## config.mk

```make
export PLATFORM = sky130hd
export DESIGN_NAME = alu_exec_unit
export DESIGN_NICKNAME = d
export VERILOG_FILES = /design/src/rtl/alu_exec_unit.sv
export SDC_FILE = /design/constraint.sdc
export NUM_CORES = 1
export LEC_CHECK = 0
export ABC_AREA = 1
export CAP_MARGIN = 25
export CELL_PAD_IN_SITES_DETAIL_PLACEMENT = 1
export CELL_PAD_IN_SITES_GLOBAL_PLACEMENT = 1
export CORE_MARGIN = 2
export CORE_UTILIZATION = 40
export DETAILED_ROUTE_END_ITERATION = 10
export PLACE_DENSITY_LB_ADDON = 0.1
export SLEW_MARGIN = 25
export SYNTH_ARGS = -nofsm -noshare
export SYNTH_HDL_FRONTEND = slang
export SYNTH_SLANG_ARGS = --single-unit
```

## constraint.sdc

```tcl
create_clock -name clk -period 6.05 [get_ports clk]
set_input_delay 0.9075 -clock clk [delete_from_list [all_inputs] [get_ports clk]]
set_output_delay 0.9075 -clock clk [all_outputs]
set_load 0.01 [all_outputs]
```

## src/rtl/alu_exec_unit.sv

```systemverilog
// Multi-cycle integer execute unit: single-cycle logic/arith/compare ops,
// bit-serial shifts, valid/ready handshakes on request and result sides.
module alu_exec_unit #(
    parameter int unsigned WIDTH = 32
) (
    input  logic             clk,
    input  logic             rst,
    input  logic             in_valid,
    output logic             in_ready,
    input  logic [3:0]       sel,
    input  logic [WIDTH-1:0] a,
    input  logic [WIDTH-1:0] b,
    output logic             out_valid,
    input  logic             out_ready,
    output logic [WIDTH-1:0] result,
    output logic             zero
);

    localparam int unsigned SHW = $clog2(WIDTH);

    localparam logic [1:0] IDLE  = 2'd0;
    localparam logic [1:0] SHIFT = 2'd1;
    localparam logic [1:0] DONE  = 2'd2;

    localparam logic [3:0] SEL_AND  = 4'b0000;
    localparam logic [3:0] SEL_OR   = 4'b0001;
    localparam logic [3:0] SEL_ADD  = 4'b0010;
    localparam logic [3:0] SEL_XOR  = 4'b0011;
    localparam logic [3:0] SEL_SLL  = 4'b0100;
    localparam logic [3:0] SEL_SRL  = 4'b0101;
    localparam logic [3:0] SEL_SUB  = 4'b0110;
    localparam logic [3:0] SEL_SRA  = 4'b0111;
    localparam logic [3:0] SEL_SLT  = 4'b1000;
    localparam logic [3:0] SEL_SLTU = 4'b1001;

    logic [1:0]       state;
    logic [1:0]       next_state;
    logic [WIDTH-1:0] work;
    logic [WIDTH-1:0] shifted;
    logic [WIDTH-1:0] alu_res;
    logic [SHW-1:0]   cnt;
    logic [SHW-1:0]   shamt;
    logic [1:0]       shift_op;
    logic             accept;
    logic             is_shift;

    assign in_ready = (state == IDLE) && !rst;
    assign accept   = in_valid && in_ready;
    assign shamt    = b[SHW-1:0];
    assign is_shift = (sel == SEL_SLL) || (sel == SEL_SRL) || (sel == SEL_SRA);

    // Single-cycle operations; shift codes are handled by the serial path.
    always_comb begin
        alu_res = '0;
        case (sel)
            SEL_AND:  alu_res = a & b;
            SEL_OR:   alu_res = a | b;
            SEL_ADD:  alu_res = a + b;
            SEL_SUB:  alu_res = a - b;
            SEL_XOR:  alu_res = a ^ b;
            SEL_SLT:  alu_res = {{(WIDTH-1){1'b0}}, ($signed(a) < $signed(b))};
            SEL_SLTU: alu_res = {{(WIDTH-1){1'b0}}, (a < b)};
            default:  alu_res = '0;
        endcase
    end

    // One-bit step of the working register; shift_op holds sel[1:0] of the shift.
    always_comb begin
        shifted = '0;
        case (shift_op)
            2'b00:   shifted = {work[WIDTH-2:0], 1'b0};
            2'b01:   shifted = {1'b0, work[WIDTH-1:1]};
            default: shifted = {work[WIDTH-1], work[WIDTH-1:1]};
        endcase
    end

    always_ff @(posedge clk) begin
        if (rst) state <= IDLE;
        else     state <= next_state;
    end

    always_comb begin
        next_state = state;
        case (state)
            IDLE: begin
                if (accept) next_state = (is_shift && (shamt != '0)) ? SHIFT : DONE;
            end
            SHIFT: begin
                if (cnt == SHW'(1)) next_state = DONE;
            end
            DONE: begin
                if (out_ready) next_state = IDLE;
            end
            default: next_state = IDLE;
        endcase
    end

    // Datapath: result/zero are written only when an operation completes.
    always_ff @(posedge clk) begin
        if (rst) begin
            out_valid <= 1'b0;
            result    <= '0;
            zero      <= 1'b0;
            cnt       <= '0;
            work      <= '0;
            shift_op  <= '0;
        end else begin
            out_valid <= (next_state == DONE);
            case (state)
                IDLE: begin
                    if (accept) begin
                        if (!is_shift) begin
                            result <= alu_res;
                            zero   <= (alu_res == '0);
                        end else if (shamt == '0) begin
                            result <= a;
                            zero   <= (a == '0);
                        end else begin
                            work     <= a;
                            cnt      <= shamt;
                            shift_op <= sel[1:0];
                        end
                    end
                end
                SHIFT: begin
                    work <= shifted;
                    cnt  <= cnt - SHW'(1);
                    if (cnt == SHW'(1)) begin
                        result <= shifted;
                        zero   <= (shifted == '0);
                    end
                end
                default: ;
            endcase
        end
    end

endmodule

```

==> results.yml <==
logic_synthesis:
  synth_top_family_by_area: "simple AND/OR/NAND/NOR gates"
  synth-simple-area-share: 0.380
  ys_ff_latch: 75
  synth_compound_area_frac: 0.185
  synth.avg_cell_area_sq_um: 5.53
  muxShareOfSynthArea: 0.0108
  yosysWarnings: 0
  synth_fa_ha_area_frac: 0.128
  synth_area_sq_um: 10200
  synth_xor_area_frac: 0.00257
  synthCells: 1848
  synth_fp_nets: 2023
  synth_cell_types: 38
  seq_area_frac_synth: 0.147
critical_path:
  crit_path_end_kind: "flop"
  reg2regPathDepth: 8
  crit_fanout: 8
  arrival_ns: 4.59
  critPathLaunchType: "primary input"
  regToRegSetupSlack_ns: 3.20
  timing.rr.start: "shift_op[1]"
  worstSetupPathType: "primary input to flop"
  rr_endpoint: "zero"
  cp.required_ns: 6.32
cells_and_area:
  diodes: 0
  area_delta_synth_final_pct: 15.4
  multi_input_area_sq_um: 7230
  drive_gt1_frac: 0.0310
  regArea_sq_um: 1500
  design_area_sq_um: 11800
  nets: 2074
  fillers: 3614
routing:
  top_layer: "met4"
  drc: 0
  met3_length_um: 2510
  routedWlPerCell_um: 22.1
  drtIter0Drc: 1030
  wl_met1_um: 21000
  via_per_inst: 5.71
  vias: 12800
  dr_wl_met2_um: 23400
  dr.pass1.iters: 5
  totalWireLength_um: 49300
  antenna_left: 0
die:
  io_pins: 107
  rows: 58
  coreArea_sq_um: 25100
  die_w_um: 164
  die-height_um: 164
  die_area_sq_um: 26900
  start_util: 0.407
placement:
  gp_congestion: 0.987
  dp_hpwl_um: 39900
  port_buffers: 106
  placed_area_sq_um: 11400
clocking:
  cts_max_path_buffers: 2
  cts_tree: "yes"
  path_clk_slew_ns: 0.06
  cts_setup_buffers: 0
  cts_buffers: 9
  clock-sinks: 75
  htreeDepth: 3
  ctsRootBufferMaster: "clkbuf_16"
  cts_resized: 0
  clock_latency_ns: 0.34
  cts_hold_buf: 0
timing:
  fmax_ghz: 0.232
  hold_viol_final: 0
  tns_ns: 0
  rsz0062_at_grt: "no"
  fin_crit_ns: 4.32
  fin_crit_sh: 0.714
  final_max_slew_viol_count: 0
  worstMarginPinSlew_ns: 1.01
  setup_viol: 0
  worst_hold_slack_ns: 0.471
  relSlewSlack: 0.326
  fin_skew_ns: 0.00912
worst_hold_path:
  hold_class: "flop to flop"
  min_path_cells: 2
  hold_start: "work[0]"
  whs_endpoint: "work[0]"
power_and_ir_drop:
  ir_worst_vdd_v: 0.000125
  p_leak_nw: 5.87
  cellPowerDensity_nw_per_um2: 172
grt:
  grt_pass1_vias: 12600
  grt_max_degree: 102
  gr-usage-all-layers: 0.363
  grt_pass1_wl_um: 73800
  overflow: 0
  antenna_found_initial: 0
status:
  status: "finished clean"
run:
  maxCapViolations: 0
## critical path, cell delays in order
cell	delay, ns
clkdlybuf4s50_1	0.67
inv_1	0.20
ha_1	0.60
nand2_1	0.21
nor2_1	0.26
nand2_1	0.17
nor3_1	0.16
nand2_1	0.19
nand2_1	0.12
nand2_1	0.05
nand3_1	0.07
nand3_1	0.21
nor2_1	0.20
nand3_1	0.09
nor2_1	0.10
nand2_1	0.08
nand2_1	0.06
nand2_1	0.07
a21oi_2	0.15
## worst max path at each step
stage               start   end  slack (ns)  cells after the start
floorplan            a[0]  zero        3.11                     22
global placement    a[25]  zero        1.49                     19
detailed placement  a[25]  zero        1.54                     19
CTS                 a[25]  zero        1.86                     19
global route         a[9]  zero        1.58                     20
finish              a[25]  zero        1.73                     19
## cells in the mapped netlist
library cell	n	area, sq um
mux2i_1	11	110
and3_1	3	18.8
clkinv_1	1	3.75
nor3_1	15	75.1
xor2_1	1	8.76
or2_1	1	6.26
nand2_1	491	1840
buf_6	2	22.5
o21a_1	1	7.51
nor2_1	205	769
a21oi_2	3	26.3
o21ai_0	98	490
nand4_1	32	200
inv_2	7	26.3
o21ai_1	4	20.0
nor2_2	3	18.8
nand3_1	158	791
fa_1	2	40.0
or2_2	8	50.1
a22o_1	1	8.76
clkbuf_1	41	154
inv_1	298	1120
dfxtp_1	75	1500
o21bai_1	10	75.1
ha_1	101	1260
o22ai_1	27	169
o211ai_1	2	15.0
and2_1	1	6.26
a211oi_1	4	30.0
nand2_2	3	18.8
xnor2_1	2	17.5
nand3b_1	4	30.0
buf_2	29	145
nor4_1	5	31.3
a31oi_1	71	444
buf_4	5	37.5
nand3_2	3	30.0
a21oi_1	120	601
## per-stage QoR
| stage | instances | total power [mW] | util | setup WS, ns |
|---|---|---|---|---|
| floorplan | 1848 | 1.03 | - | 3.11 |
| global placement | 2218 | 1.34 | 0.455 | 1.49 |
| detailed placement | 2218 | 1.36 | 0.455 | 1.54 |
| CTS | 2234 | 2.03 | 0.470 | 1.86 |
| global route | 2234 | 2.14 | 0.470 | 1.58 |
| finish | 2234 | 2.03 | 0.470 | 1.73 |
## state kept, by name, summed over array words and instances (netlist names)
signal     count
cnt            5
out_valid      1
result        32
shift_op       2
state          2
work          32
zero           1
## power by group
group,internal [mW],switching (mW),leakage [nW]
combinational,0.263,0.572,5.08
clock,0.446,0.223,0.177
sequential,0.515,0.0148,0.610
## metal layers
layer / GRT usage / vias to the layer above
li1: - / 6061
met2: 0.635 / 462
met3: 0.0341 / 128
met1: 0.453 / 6102
met4: 0.156 / 0
met5: 0 / -
## cells by family after synthesis
logic type,Yosys count
AND/OR/NAND/NOR,932
buffers and inverters,383
AO/OA/AOI/OAI,341
adder cells (fa/ha/maj),103
flip-flops,75
multiplexers,11
XOR/XNOR,3
## layout make-up
class / instances / share of cell area
sequential: 75 / 0.127
tap: 330 / 0.0350
multi-input combinational: 1390 / 0.613
clock buffer: 10 / 0.0194
timing repair buffer: 117 / 0.0968
inverter: 306 / 0.0973
clock inverter: 6 / 0.0117
## placed cells by master, fill, tap and decap left out, drive strengths merged
master         count
fa                 2
nand4             32
clkinv             3
a21oi            123
clkbuf            10
and2               1
or2                9
xnor2              2
nand3b             4
o211ai             2
o21a               1
mux2i             11
buf               12
nor4               5
ha               101
nand3            161
a31oi             71
o21bai            10
bufinv             4
dfxtp             75
clkdlybuf4s50    105
inv              305
nor2             208
xor2               1
and3               3
o22ai             27
o21ai            102
nor3              15
a211oi             4
nand2            494
a22o               1
Power figures use the tool's default switching activity.
